`src/rtl/pad_tuser_sequencer_pkg.sv`:
```
// ---------------------------------------------------------------------------
// pad_tuser_sequencer_pkg
// Shared definitions for the TUSER sequencer and its consumers:
//   - default field widths (BITS_*_DEF) used as parameter defaults
//   - TUSER bit indices (I_*) understood by the padding filter/accumulators
//   - sequencer state encoding
// ---------------------------------------------------------------------------
package pad_tuser_sequencer_pkg;

   localparam int KW_MAX_DEF      = 7;
   localparam int BITS_KW2_DEF    = 2;
   localparam int BITS_COLS_DEF   = 8;
   localparam int BITS_CIN_DEF    = 10;
   localparam int BITS_BLOCKS_DEF = 10;
   localparam int DATA_WIDTH_DEF  = 64;
   localparam int TUSER_WIDTH_DEF = 8;

   // TUSER layout: kw2 occupies [I_KW2 +: BITS_KW2], flags sit above it.
   localparam int I_KW2          = 0;
   localparam int I_IS_CONFIG    = 2;
   localparam int I_IS_CIN_LAST  = 3;
   localparam int I_IS_COLS_1_K2 = 4;

   typedef enum logic [1:0] {
      ST_IDLE   = 2'd0,
      ST_CONFIG = 2'd1,
      ST_STREAM = 2'd2
   } state_t;

endpackage

```
`src/rtl/pad_tuser_sequencer_wrap_counter.sv`:
```
// ---------------------------------------------------------------------------
// pad_tuser_sequencer_wrap_counter
// Position counter that advances on en and returns to 0 after max_val.
// Ports:
//   clk, srst   clock, synchronous active-high reset
//   clr         synchronous clear (start of a new layer)
//   en          advance by one (or wrap) this cycle
//   max_val     terminal count
//   count       current position
//   wrap        count is at its terminal value; the next en wraps it, so
//               chaining this into the next counter's en gives carry
// ---------------------------------------------------------------------------
module pad_tuser_sequencer_wrap_counter #(
   parameter int WIDTH = 8
) (
   input  logic             clk,
   input  logic             srst,
   input  logic             clr,
   input  logic             en,
   input  logic [WIDTH-1:0] max_val,
   output logic [WIDTH-1:0] count,
   output logic             wrap
);

   logic [WIDTH-1:0] count_reg;

   assign count = count_reg;
   assign wrap  = (count_reg == max_val);

   always_ff @(posedge clk) begin
      if (srst || clr) begin
         count_reg <= '0;
      end else if (en) begin
         count_reg <= wrap ? '0 : count_reg + WIDTH'(1);
      end
   end

endmodule

```
`src/rtl/pad_tuser_sequencer.sv`:
```
// ---------------------------------------------------------------------------
// pad_tuser_sequencer
// Tags the input pixel stream with per-beat TUSER control for the padding
// filter and accumulators. One layer config is accepted, one config beat is
// emitted, then every data beat carries cin/column position flags until the
// last beat of the layer.
// Ports:
//   aclk, areset            clock, synchronous active-high reset
//   cfg_valid/cfg_ready     layer config handshake (ready only in IDLE)
//   cfg_kw2, cfg_cols_1,
//   cfg_cin_1, cfg_blocks_1 kernel half-width and (count - 1) dimensions
//   s_valid/s_ready/s_data  input pixel stream
//   m_valid/m_ready         output stream handshake
//   m_data/m_user/m_last    registered output beat, tuser and end-of-layer
//   busy                    sequencer active or output still pending
// ---------------------------------------------------------------------------
module pad_tuser_sequencer
   import pad_tuser_sequencer_pkg::*;
#(
   parameter int KW_MAX      = KW_MAX_DEF,
   parameter int BITS_KW2    = BITS_KW2_DEF,
   parameter int BITS_COLS   = BITS_COLS_DEF,
   parameter int BITS_CIN    = BITS_CIN_DEF,
   parameter int BITS_BLOCKS = BITS_BLOCKS_DEF,
   parameter int DATA_WIDTH  = DATA_WIDTH_DEF,
   parameter int TUSER_WIDTH = TUSER_WIDTH_DEF
) (
   input  logic                   aclk,
   input  logic                   areset,
   input  logic                   cfg_valid,
   output logic                   cfg_ready,
   input  logic [BITS_KW2-1:0]    cfg_kw2,
   input  logic [BITS_COLS-1:0]   cfg_cols_1,
   input  logic [BITS_CIN-1:0]    cfg_cin_1,
   input  logic [BITS_BLOCKS-1:0] cfg_blocks_1,
   input  logic                   s_valid,
   output logic                   s_ready,
   input  logic [DATA_WIDTH-1:0]  s_data,
   output logic                   m_valid,
   input  logic                   m_ready,
   output logic [DATA_WIDTH-1:0]  m_data,
   output logic [TUSER_WIDTH-1:0] m_user,
   output logic                   m_last,
   output logic                   busy
);

   localparam int CMP_W = BITS_COLS + 1;
   // Half-widths beyond the largest supported kernel are clamped.
   localparam logic [BITS_KW2-1:0] KW2_MAX = BITS_KW2'(KW_MAX / 2);

   state_t state_reg, state_next;

   logic [BITS_KW2-1:0]    kw2_reg;
   logic [BITS_COLS-1:0]   cols_1_reg;
   logic [BITS_CIN-1:0]    cin_1_reg;
   logic [BITS_BLOCKS-1:0] blocks_1_reg;

   logic                   m_valid_reg;
   logic [DATA_WIDTH-1:0]  m_data_reg;
   logic [TUSER_WIDTH-1:0] m_user_reg;
   logic                   m_last_reg;

   logic [BITS_CIN-1:0]    cin_cnt;
   logic [BITS_COLS-1:0]   col_cnt;
   // Only the block counter's terminal flag matters downstream.
   logic [BITS_BLOCKS-1:0] blk_cnt_unused;
   logic                   cin_wrap, col_wrap, blk_wrap;

   logic                   out_free, cfg_take, cfg_load, beat_take, layer_end;
   logic [CMP_W-1:0]       col_target;
   logic                   near_end;
   logic [TUSER_WIDTH-1:0] beat_user, cfg_user;

   assign out_free  = !m_valid_reg || m_ready;
   assign layer_end = cin_wrap && col_wrap && blk_wrap;

   // One bit wider than the column count so cols_1 < kw2 underflows into
   // the top bit and can never match col_cnt.
   assign col_target = {1'b0, cols_1_reg} - CMP_W'(kw2_reg);
   assign near_end   = (kw2_reg != '0) && ({1'b0, col_cnt} == col_target);

   always_comb begin
      beat_user = '0;
      beat_user[I_KW2 +: BITS_KW2] = kw2_reg;
      beat_user[I_IS_CIN_LAST]     = cin_wrap;
      beat_user[I_IS_COLS_1_K2]    = near_end;
      cfg_user = '0;
      cfg_user[I_KW2 +: BITS_KW2]  = kw2_reg;
      cfg_user[I_IS_CONFIG]        = 1'b1;
   end

   always_comb begin
      state_next = state_reg;
      cfg_ready  = 1'b0;
      s_ready    = 1'b0;
      cfg_take   = 1'b0;
      cfg_load   = 1'b0;
      beat_take  = 1'b0;
      case (state_reg)
         ST_IDLE: begin
            cfg_ready = 1'b1;
            if (cfg_valid) begin
               cfg_take   = 1'b1;
               state_next = ST_CONFIG;
            end
         end
         ST_CONFIG: begin
            // Waits here while a previous layer's last beat is still pending.
            if (out_free) begin
               cfg_load   = 1'b1;
               state_next = ST_STREAM;
            end
         end
         ST_STREAM: begin
            s_ready = out_free;
            if (s_valid && out_free) begin
               beat_take = 1'b1;
               if (layer_end) begin
                  state_next = ST_IDLE;
               end
            end
         end
         default: state_next = ST_IDLE;
      endcase
   end

   always_ff @(posedge aclk) begin
      if (areset) begin
         state_reg    <= ST_IDLE;
         kw2_reg      <= '0;
         cols_1_reg   <= '0;
         cin_1_reg    <= '0;
         blocks_1_reg <= '0;
         m_valid_reg  <= 1'b0;
         m_data_reg   <= '0;
         m_user_reg   <= '0;
         m_last_reg   <= 1'b0;
      end else begin
         state_reg <= state_next;
         if (cfg_take) begin
            kw2_reg      <= (cfg_kw2 > KW2_MAX) ? KW2_MAX : cfg_kw2;
            cols_1_reg   <= cfg_cols_1;
            cin_1_reg    <= cfg_cin_1;
            blocks_1_reg <= cfg_blocks_1;
         end
         if (cfg_load) begin
            m_valid_reg <= 1'b1;
            m_data_reg  <= '0;
            m_user_reg  <= cfg_user;
            m_last_reg  <= 1'b0;
         end else if (beat_take) begin
            m_valid_reg <= 1'b1;
            m_data_reg  <= s_data;
            m_user_reg  <= beat_user;
            m_last_reg  <= layer_end;
         end else if (m_ready) begin
            m_valid_reg <= 1'b0;
         end
      end
   end

   // cin is innermost; each counter advances when all inner ones wrap.
   pad_tuser_sequencer_wrap_counter #(.WIDTH(BITS_CIN)) u_cin_cnt (
      .clk     (aclk),
      .srst    (areset),
      .clr     (cfg_take),
      .en      (beat_take),
      .max_val (cin_1_reg),
      .count   (cin_cnt),
      .wrap    (cin_wrap)
   );

   pad_tuser_sequencer_wrap_counter #(.WIDTH(BITS_COLS)) u_col_cnt (
      .clk     (aclk),
      .srst    (areset),
      .clr     (cfg_take),
      .en      (beat_take && cin_wrap),
      .max_val (cols_1_reg),
      .count   (col_cnt),
      .wrap    (col_wrap)
   );

   pad_tuser_sequencer_wrap_counter #(.WIDTH(BITS_BLOCKS)) u_blk_cnt (
      .clk     (aclk),
      .srst    (areset),
      .clr     (cfg_take),
      .en      (beat_take && cin_wrap && col_wrap),
      .max_val (blocks_1_reg),
      .count   (blk_cnt_unused),
      .wrap    (blk_wrap)
   );

   assign m_valid = m_valid_reg;
   assign m_data  = m_data_reg;
   assign m_user  = m_user_reg;
   assign m_last  = m_last_reg;
   assign busy    = (state_reg != ST_IDLE) || m_valid_reg;

endmodule

```
`config.mk`:
```
export PLATFORM = sky130hd
export DESIGN_NAME = pad_tuser_sequencer
export DESIGN_NICKNAME = d
export VERILOG_FILES = /design/src/rtl/pad_tuser_sequencer_pkg.sv /design/src/rtl/pad_tuser_sequencer_wrap_counter.sv /design/src/rtl/pad_tuser_sequencer.sv
export SDC_FILE = /design/constraint.sdc
export NUM_CORES = 1
export LEC_CHECK = 0
export ABC_AREA = 1
export CORE_ASPECT_RATIO = 0.6
export CORE_UTILIZATION = 40
export CTS_BUF_LIST = sky130_fd_sc_hd__clkbuf_2
export CTS_CLUSTER_DIAMETER = 30
export CTS_CLUSTER_SIZE = 14
export DETAILED_ROUTE_END_ITERATION = 8
export GPL_ROUTABILITY_DRIVEN = 1
export PLACE_DENSITY = 0.7
export SLEW_MARGIN = 5
export SYNTH_ARGS = -nofsm -noshare
export SYNTH_HDL_FRONTEND = slang
export SYNTH_SLANG_ARGS = --single-unit
```
`constraint.sdc`:
```
create_clock -name aclk -period 2.2 [get_ports aclk]
set_clock_uncertainty 0.2 [all_clocks]
set_input_delay 0.33 -clock aclk [delete_from_list [all_inputs] [get_ports aclk]]
set_output_delay 0.33 -clock aclk [all_outputs]
set_load 0.01 [all_outputs]
```
# Word level (Yosys, flattened, before mapping)
# Index checks and enable logic that the tools add are counted.
# totals
in_bits	99
reg_bits	131
word_cells	67
output_inout_bits	77
# op_classes
n_lt_le_gt_ge	1
mux	22
n_reduce_logical	17
n_eq_ne	10
n_addsub	4
# ops
op	n
10-bit by 1-bit adder with 10-bit output (second input constant)	2
10-bit == test	2
10-bit 2-to-1 mux	2
1-bit 2-to-1 mux	11
2-bit 2-to-1 mux	5
8-bit by 9-bit == test with 1-bit output	1
8-bit by 2-bit subtractor with 9-bit output	1
8-bit by 1-bit adder with 8-bit output (second input constant)	1
8-bit == test	1
8-bit 2-to-1 mux	1
2-bit != test (second input constant)	4
1-bit logical AND	6
3-bit 2-to-1 mux	2
2-bit case mux with 3 select lines	1
2-bit nonzero test	3
4-bit AND reduction	1
1-bit logical OR	3
3-bit nonzero test	1
2-bit by 1-bit == test with 1-bit output (second input constant)	1
2-bit == test (second input constant)	1
2-bit greater-than comparator (second input constant)	1
2-bit logical NOT	1
2-bit OR reduction	1
1-bit logical NOT	1

# Logic depth before layout (Yosys ltp)
# logic_depth
ltp_word	7
ltp_mapped	13

# Hierarchy
# A second synthesis with hierarchy kept.
# hier_totals
cells_unflattened	829
hier_area_um2	5890.6
# modules_own_cells
mod	cells_per_inst	seq_area_each_um2	instances	area_per_inst_um2
pad_tuser_sequencer	540	2062.0	1	4023.9
pad_tuser_sequencer_wrap_counter (u_blk_cnt ...)	104	200.2	2	669.4
pad_tuser_sequencer_wrap_counter (u_col_cnt)	81	160.2	1	528.0

# Least setup slack after synthesis
# Ideal clock, no wire load.
# synth_path
path_kind	reg-to-reg
startpoint	register cols_1_reg[0]
endpoint	register m_user_reg[4] (netlist: m_user[4])
slack_ns	0.378
arrival_time_ns	1.553
setup_ns	0.070
path_stages_with_launch	10
cell_sequence	dfxtp_1 > inv_1 > ha_1 > fa_1 > xnor2_1 > nor3_1 > nand3_1 > nor2_1 > nand2_1 > a21oi_1
# synth_between
elab_chain_cells	3
# synth_lines
item	line_no	text
start, declared	pad_tuser_sequencer.sv:54	logic [BITS_COLS-1:0] cols_1_reg;
start signal, assigned	pad_tuser_sequencer.sv:142	cols_1_reg <= cfg_cols_1;
8-bit by 2-bit subtractor with 9-bit output	pad_tuser_sequencer.sv:79	assign col_target = {1'b0, cols_1_reg} - CMP_W'(kw2_reg);
8-bit by 9-bit == test with 1-bit output	pad_tuser_sequencer.sv:80	assign near_end = (kw2_reg != '0) && ({1'b0, col_cnt} == col_target);
1-bit logical AND	pad_tuser_sequencer.sv:80	
end signal, assigned	pad_tuser_sequencer.sv:149	m_user_reg <= cfg_user;
end signal, assigned	pad_tuser_sequencer.sv:154	m_user_reg <= beat_user;
end, declared	pad_tuser_sequencer.sv:60	logic [TUSER_WIDTH-1:0] m_user_reg;
# Every way passes these cells.
# A chain may end at the register's enable or synchronous reset.

# Worst setup path after layout
# layout_path
startpoint	register m_last_reg (netlist: m_last)
endpoint	output port m_last
# layout_lines
item	line_no	text
start, declared	pad_tuser_sequencer.sv:61	logic m_last_reg;
start signal, assigned	pad_tuser_sequencer.sv:155	m_last_reg <= layer_end;
end, declared	pad_tuser_sequencer.sv:43	output logic m_last,
# No word-level cell between the ends.

==> flow_metrics.env <==
export IMPL_holdWs_ns=0.03642
export IMPL_met3_usage=0.05988
export IMPL_yosys_warnings=0
export IMPL_syn2layout_area_growth_pct=50.54
export IMPL_clkTransAtPathRegs_ns=0.23
export IMPL_ys_seq_elements=131
export IMPL_min_path_type="in2reg"
export IMPL_antenna_left=0
export IMPL_cp_end_kind="output pin"
export IMPL_largest_reg_flops=64
export IMPL_postLayoutCellArea_um2=8840
export IMPL_dr_first_iter_drc_count=353
export IMPL_die_h_um=95.85
export IMPL_finalNetCount=1175
export IMPL_post_route_util=0.6315
export IMPL_cts_root_buf="clkbuf_2"
export IMPL_clock_latency_ns=0.70
export IMPL_worstHoldStart="cfg_blocks_1[3]"
export IMPL_dr_pass1_iters=5
export IMPL_drt_total_wl_mm=16.81
export IMPL_gr_total_overflow=0
export IMPL_syn_area_um2=5872
export IMPL_setup_viol=0
export IMPL_p_total_mw=4.993
export IMPL_grt_util_met1=0.3156
export IMPL_r2r_start="cols_1_reg[0]"
export IMPL_portBuffers=172
export IMPL_place_detailed_instances=1172
export IMPL_dieArea_um2=15180
export IMPL_timing_rr_end="m_user[4]"
export IMPL_crit_path_max_fanout=2
export IMPL_whs_path_depth=3
export IMPL_drt_wirelength_per_cell_um=13.18
export IMPL_ys_seq_area_frac=0.4466
export IMPL_dpl_hpwl_mm=11.18
export IMPL_drc=0
export IMPL_finalSetupTns_ns=0
export IMPL_arrival_ns=1.62
export IMPL_post_route_period_util=0.9769
export IMPL_antenna_found_initial=1
export IMPL_critPathLaunchType="flop"
export IMPL_holdPathEnd="blocks_1_reg[3]"
export IMPL_cp_top_family="buffers and inverters"
export IMPL_grt_pass1_vias=5288
export IMPL_clkSinkCount=131
export IMPL_cp_cell_sequence="clkdlybuf4s50_1"
export IMPL_fp_row_count=33
export IMPL_grt_max_degree=67
export IMPL_pre_cts_ws_ns=0.01735
export IMPL_vias=5953
export IMPL_status="complete, no violations"
export IMPL_max_freq_ghz=0.4653
export IMPL_crit_buf_inv=1
export IMPL_fp_dieW_um=158.4
export IMPL_hold_viol=0
export IMPL_io_pins=176
export IMPL_setup_ws_ns=0.05089
export IMPL_ir_drop_mv=0.2895
export IMPL_synth_avg_cell_area_um2=7.075
export IMPL_regToRegSetupSlack_ns=0.15
export IMPL_fin_cells=1276
export IMPL_cap_violations=0
export IMPL_drv_slew=0
export IMPL_grt_pass1_wl_mm=26.02
export IMPL_htreeDepth=4
export IMPL_tritoncts="yes"
export IMPL_use_met2=0.3180
export IMPL_core_area_um2=14000
export IMPL_cts_inserted_buffers=17
export IMPL_post_dp_cell_area_um2=7769
export IMPL_required_ns=1.67
export IMPL_drive_gt1_frac=0.1173
export IMPL_r2r_cells=9
export IMPL_synthCells=830
export IMPL_start_util=0.4195
export IMPL_grt_busiest_layer="met2"
export IMPL_ys_types=32
export IMPL_drt_vias_per_instance=4.665
export IMPL_cts_path_max_buffers=2
export IMPL_finalWeightedCongestion=0.8991
export IMPL_gr_usage_all_layers=0.2181
export IMPL_leakage_nw=4.009
export IMPL_powerDensity_nw_per_um2=564.9
export IMPL_slowest_delay_ns=0.55
export IMPL_period_minus_slack_ns=2.149
export IMPL_cp_slowest_cell="clkdlybuf4s50_1"
export IMPL_criticalPathCategory="reg2out"
[metal layers]
metal  vias to the layer above  wire length, um
met2                       178             7100
met3                        17             1189
met1                      2664             8376
met5                         -                0
li1                       3094                -
met4                         0              147
[cells in the mapped netlist (all sizes together)]
master	instances	area share
or2	2	0.0021
nor3b	1	0.0021
buf	30	0.034
fa	1	0.0034
clkbuf	12	0.0081
ha	5	0.011
nand2	277	0.18
xor2	15	0.022
a21oi	112	0.095
nand3	23	0.023
conb	1	0.00064
dfxtp	131	0.45
nor2	84	0.062
o21ai	38	0.032
inv	69	0.045
xnor2	12	0.018
nand4	6	0.0064
nor3	11	0.0094
[cell families (layout without fill, tap and decap cells)]
| group | after synthesis | after routing | synth area share |
|---|---|---|---|
| DFF | 131 | 131 | 0.4466 |
| other | 1 | 4 | 0.0006386 |
| AOI/OAI and AO/OA | 150 | 150 | 0.1278 |
| adders and majority gates | 6 | 6 | 0.01406 |
| buffers and inverters | 111 | 362 | 0.08673 |
| xor gates and xnor gates | 27 | 27 | 0.04027 |
| and+or+nand+nor | 404 | 404 | 0.2838 |
[worst max-delay path by stage]
stage	slack [ns]	start	cells after the start	endpoint
CTS	0.0006	m_data[36]	1	m_data[36]
finish	0.05	m_last	1	m_last
global placement	0.05	m_ready	9	u_blk_cnt.count[8]
global route	-0.003	m_data[48]	1	m_data[48]
detailed placement	0.02	m_ready	9	u_blk_cnt.count[3]
floorplan	0.38	cols_1_reg[0]	9	m_user[4]
[power by group]
part	total, mW	internal [mW]	switching (mW)
logic	0.941	0.478	0.464
registers	2.53	2.47	0.0558
clock network	1.52	0.539	0.985
[area by class of cell]
class / instances / area, um2
fill: 1218 / 5157
timing repair buffer: 261 / 2659
multi-input combinational: 590 / 2758
sequential: 131 / 2676
inverter: 69 / 261.5
clock inverter: 14 / 152.6
tap: 192 / 240.2
clock buffer: 18 / 90.09
antenna: 1 / 2.502
[cells in the final DEF, fill, tap and decap left out, types with 2 or more instances in the layout]
cell type          n
dlymetal6s2s_1    32
nand2_2            4
conb_1             3
nand3_1           21
nand2_1          272
nor2_1            72
inv_1             60
inv_2              8
o21ai_0           37
ha_1               5
buf_4             18
nor2_2             9
nor3_1            11
xnor2_1           12
nor2_4             2
a21oi_1          112
clkdlybuf4s50_1  128
nand4_1            6
dlygate4sd3_1     68
clkbuf_2          18
inv_6              5
clkinv_2           2
dlygate4sd2_1     11
xor2_1            15
buf_12             3
dfxtp_1           88
clkinvlp_4         4
dfxtp_2           43
bufinv_16          2
[timing repair]
action	CTS	global route
pin swaps	0	1
resized for setup	27	66
gates cloned	0	0
setup buffers	0	3
hold buffers	68	0
setup endpoints to repair	19	54
hold endpoints to repair	68	0
Note: power is estimated with default switching activity, not from simulation.
==> RTL edit 1, RTL diff (same flow settings) <==
Change the package constant `TUSER_WIDTH_DEF` from 8 to 7.
--- a/src/rtl/pad_tuser_sequencer_pkg.sv
+++ b/src/rtl/pad_tuser_sequencer_pkg.sv
@@ -14,5 +14,5 @@
    localparam int BITS_BLOCKS_DEF = 10;
    localparam int DATA_WIDTH_DEF  = 64;
-   localparam int TUSER_WIDTH_DEF = 8;
+   localparam int TUSER_WIDTH_DEF = 7;
 
    // TUSER layout: kw2 occupies [I_KW2 +: BITS_KW2], flags sit above it.
Interface: changed (resized m_user); port bits go from 176 to 175. No check against the original RTL was run, so the function may have changed too.
==> RTL edit 1 against the unedited design <==
Die area shrank 0.13%; power rose by 5.2%; cell area up 0.81%; non-clock buffer count decreased by 4; synthesized cell count down 0.12%; count of clock-buffer cells in the layout is 1 lower; worst setup slack improved by 51 ps; clock power up 16%; area after synthesis fell by 0.13%; routed wire length up 1.6%; sequential cell count stayed put; critical path type unchanged.
==> RTL edit 1: results (changes against the unedited design) <==
outcome:
  status: "finished clean"  # unchanged
layout:
  nNetsFinal: 1170  # was 1175
  clock_area_share_pct: 3.36  # was 2.75%
  multi_input_area_share_pct: 31.0  # was 31.2%
  fin_cells: 1271  # was 1276
  multi_input_cells: 589  # was 590
  signal_buffers: 257  # was 261
drt:
  wl_per_cell_um: 13.4  # was 13.2 µm
  first_iter_violations: 432  # was 353
  vias_per_cell: 4.70  # was 4.67
synthesis:
  yosys.area_share.adder_pct: 1.41  # about the same
  synth_compound_area_share_pct: 12.8  # about the same
  synth-xor-area-share_pct: 4.03  # about the same
  ys_seq_area_share_pct: 44.7  # about the same
  synthTopCellsByArea: "dfxtp_1, nand2_1, a21oi_1"  # unchanged
grt:
  grt_pass1_wl_um: 26300  # was 26000 µm
  antenna_found_initial: 0  # was 1
  grt_pass1_vias: 5319  # was 5288
  grt_usage_pct: 22.2  # was 21.8%
timing:
  fin_ws_ps: 102  # was 50.9 ps
worst_setup_path:
  arrival_ps: 1570  # was 1620 ps
  startpoint: "m_data[41]$_SDFFE_PP0P_"  # was m_last$_SDFFE_PP0P_
clocking:
  clk_pin_slew_ps: 200  # was 230 ps
worst_hold_path:
  hp-start: "cfg_cin_1[1]"  # was cfg_blocks_1[3]
  hold_end: "cin_1_reg[1]$_SDFFE_PP0P_"  # was blocks_1_reg[3]$_SDFFE_PP0P_
placed_design:
  place_ws_ps: 14.5  # was 17.4 ps
  hpwl_um: 11300  # was 11200 µm
power:
  p_leak_nw: 4.30  # was 4.01 nW
  peakVddDrop_mv: 0.296  # was 0.289 mV
  internal_power_mw: 3.80  # was 3.49 mW
==> RTL edit 1: cell count changes in the layout (fill, tap and decap cells not counted), moves of 5 or more <==
cell / unedited run / this run
inv_6: 5 / 0
dfxtp_2: 43 / 28
dlygate4sd3_1: 68 / 63
dlymetal6s2s_1: 32 / 50
dfxtp_1: 88 / 103
dlygate4sd2_1: 11 / 3
clkdlybuf4s50_1: 128 / 118
==> RTL edit 1: per-stage QoR <==
stage / instance area, µm² / power, mW / setup TNS (ps) / hold slack (ps) / util (%)
2_1_floorplan: 5870 / 3.03 / 0 / 199 / -
3_3_place_gp: 7780 / 3.42 / 0 / 251 / 55.8
3_5_place_dp: 7780 / 3.43 / 0 / 254 / 55.8
4_1_cts: 8700 / 5.28 / 0 / 0.542 / 62.3
5_1_grt: 8910 / 5.52 / -7.56 / 6.48 / 63.8
6_report: 8910 / 5.25 / 0 / 56.2 / 63.9
==> RTL edit 1: power by group through the flow <==
stage / logic, mW / registers [mW] / clock network [mW]
6_report: 0.958 / 2.53 / 1.77
5_1_grt: 1.05 / 2.54 / 1.92
4_1_cts: 0.946 / 2.52 / 1.81
3_5_place_dp: 0.857 / 2.57 / 0
3_3_place_gp: 0.854 / 2.57 / 0
2_1_floorplan: 0.453 / 2.58 / 0
==> RTL edit 1: metal layers <==
metal / track usage [%] / wire [µm] / vias up
li1: - / - / 3088
met1: 31.7 / 8560 / 2706
met2: 33.5 / 7360 / 160
met3: 4.82 / 959 / 17
met4: 6.33 / 201 / 0
met5: 0 / 0 / -
==> RTL edit 1: repair_timing <==
action / CTS / global route
hold buffers: 61 / 2
gates resized for setup: 9 / 80
setup endpoints to repair: 5 / 63
pin swaps: 1 / 2
endpoints found under the hold margin: 61 / 2
cloned: 0 / 0
setup buffers: 0 / 3
==> RTL edit 2, RTL diff (config.mk and constraints unchanged) <==
Without the edit above. Encoding of `state_t`: now one-hot (3 bits for 3 states).
--- a/src/rtl/pad_tuser_sequencer_pkg.sv
+++ b/src/rtl/pad_tuser_sequencer_pkg.sv
@@ -22,8 +22,8 @@
    localparam int I_IS_COLS_1_K2 = 4;
 
-   typedef enum logic [1:0] {
-      ST_IDLE   = 2'd0,
-      ST_CONFIG = 2'd1,
-      ST_STREAM = 2'd2
+   typedef enum logic [2:0] {
+      ST_IDLE   = 3'b001,
+      ST_CONFIG = 3'b010,
+      ST_STREAM = 3'b100
    } state_t;
 
Formal check against the unedited RTL: same outputs for any inputs over 4 cycles, from zero or initial values and one cycle with areset high; so few cycles prove little.
==> RTL edit 2 against the unedited design <==
Non-clock buffer count up 7; largest power group unchanged; highest routed layer unchanged; largest cell class unchanged; area after synthesis up 0.64%; sequential cell count up 1; count of clock-buffer cells in the layout unchanged; routed wire length up 4.3%; worst setup slack better by 34 ps; critical endpoint is now m_data[32]; cell area up 1.7%; power up 2.1%; critical path type unchanged.
==> RTL edit 2: results (changes against the unedited design) <==
synthesis:
  syn_inst: 828  # was 830
  synth-async-reset-ratio_pct: 0  # unchanged
  ys_seq_area_share_pct: 44.7  # about the same
  yosys_warnings: 0  # unchanged
  synthTopCellsByArea: "dfxtp_1, nand2_1, a21oi_1"  # unchanged
  synth_top_cells_by_count: "nand2_1, dfxtp_1, a21oi_1, inv_1, nor2_1"  # was nand2_1, dfxtp_1, a21oi_1, nor2_1, inv_1
  synth.distinct_cells: 34  # was 32
outcome:
  status: "finished clean"  # unchanged
placed_design:
  place_ws_ps: -14.0  # was 17.4 ps
  place_area_mm2: 0.00788  # was 0.00777 mm²
  hpwl_um: 11700  # was 11200 µm
clocking:
  clk-insertion-delay-late_ps: 660  # was 700 ps
  clk_pin_slew_ps: 210  # was 230 ps
layout:
  diodes: 0  # was 1
  drive_gt1_share_pct: 11.0  # was 11.7%
  fin_cells: 1278  # was 1276
  nNetsFinal: 1179  # was 1175
timing:
  whs_ps: 43.1  # was 36.4 ps
  fin_ws_ps: 85.3  # was 50.9 ps
grt:
  grt_pass1_wl_um: 28000  # was 26000 µm
  grt_usage_pct: 22.9  # was 21.8%
  grt_pass1_vias: 5613  # was 5288
  antenna_found_initial: 0  # was 1
power:
  p_leak_nw: 3.94  # was 4.01 nW
  peakVddDrop_mv: 0.339  # was 0.289 mV
worst_hold_path:
  hold_end: "m_data[59]$_SDFFE_PP0P_"  # was blocks_1_reg[3]$_SDFFE_PP0P_
  hp-start: "s_data[59]"  # was cfg_blocks_1[3]
worst_setup_path:
  arrival_ps: 1580  # was 1620 ps
  r2r_slack_ps: 130  # was 150 ps
  startpoint: "m_data[32]$_SDFFE_PP0P_"  # was m_last$_SDFFE_PP0P_
  worstRegToRegCells: 8  # was 9
  r2r_start: "cols_1_reg[1]$_SDFFE_PP0P_"  # was cols_1_reg[0]$_SDFFE_PP0P_
  cp-endpoint: "m_data[32]"  # was m_last
drt:
  first_iter_violations: 466  # was 353
  vias_per_cell: 4.73  # was 4.67
  finalWirelength_um: 17500  # was 16800 µm
[RTL edit 2: cell types whose count changed in the layout (fill, tap and decap cells not counted), moves of 8 or more]
cell             change
dfxtp_1             +14
nor2_1              -23
dlygate4sd2_1        -8
a21oi_1             +14
inv_1                +8
clkdlybuf4s50_1     +11
dfxtp_2             -13
[RTL edit 2: metal layers]
metal  wire [µm]  track usage (%)
met3        1090             5.47
met4         235             7.93
met5           0                0
met1        8900             32.9
met2        7300             33.4
[RTL edit 2: power by group]
group          leakage, nW  internal (mW)  switching (mW)
combinational         2.69          0.454           0.433
clock                0.161          0.746           0.952
sequential            1.08           2.47          0.0452
[RTL edit 2: area by class of cell]
type,count,area [µm²]
multi-input cells,580,2780
inverters,75,282
well taps,192,240
flip-flops and latches,132,2680
clock buffers,18,90.1
fillers,1225,5050
clock inverters,13,185
repair buffers,268,2730
[RTL edit 2: repair_timing]
action,in CTS,in global routing
pin swaps,1,3
endpoints found under the hold margin,68,0
setup buffers,2,2
hold buffers,68,0
endpoints found under the setup margin,10,54
resized for setup,19,58
[RTL edit 2: logic make-up (layout without fill, tap and decap cells)]
| logic type | Yosys count | in the layout | share of synthesized area [%] |
|---|---|---|---|
| flip-flops | 132 | 132 | 44.7 |
| AND/OR/NAND/NOR | 380 | 380 | 27.0 |
| other | 1 | 3 | 0.0635 |
| adder cells (fa/ha/maj) | 6 | 6 | 1.40 |
| XOR/XNOR | 26 | 26 | 3.85 |
| buffers and inverters | 118 | 374 | 8.91 |
| AO/OA/AOI/OAI | 165 | 165 | 14.1 |
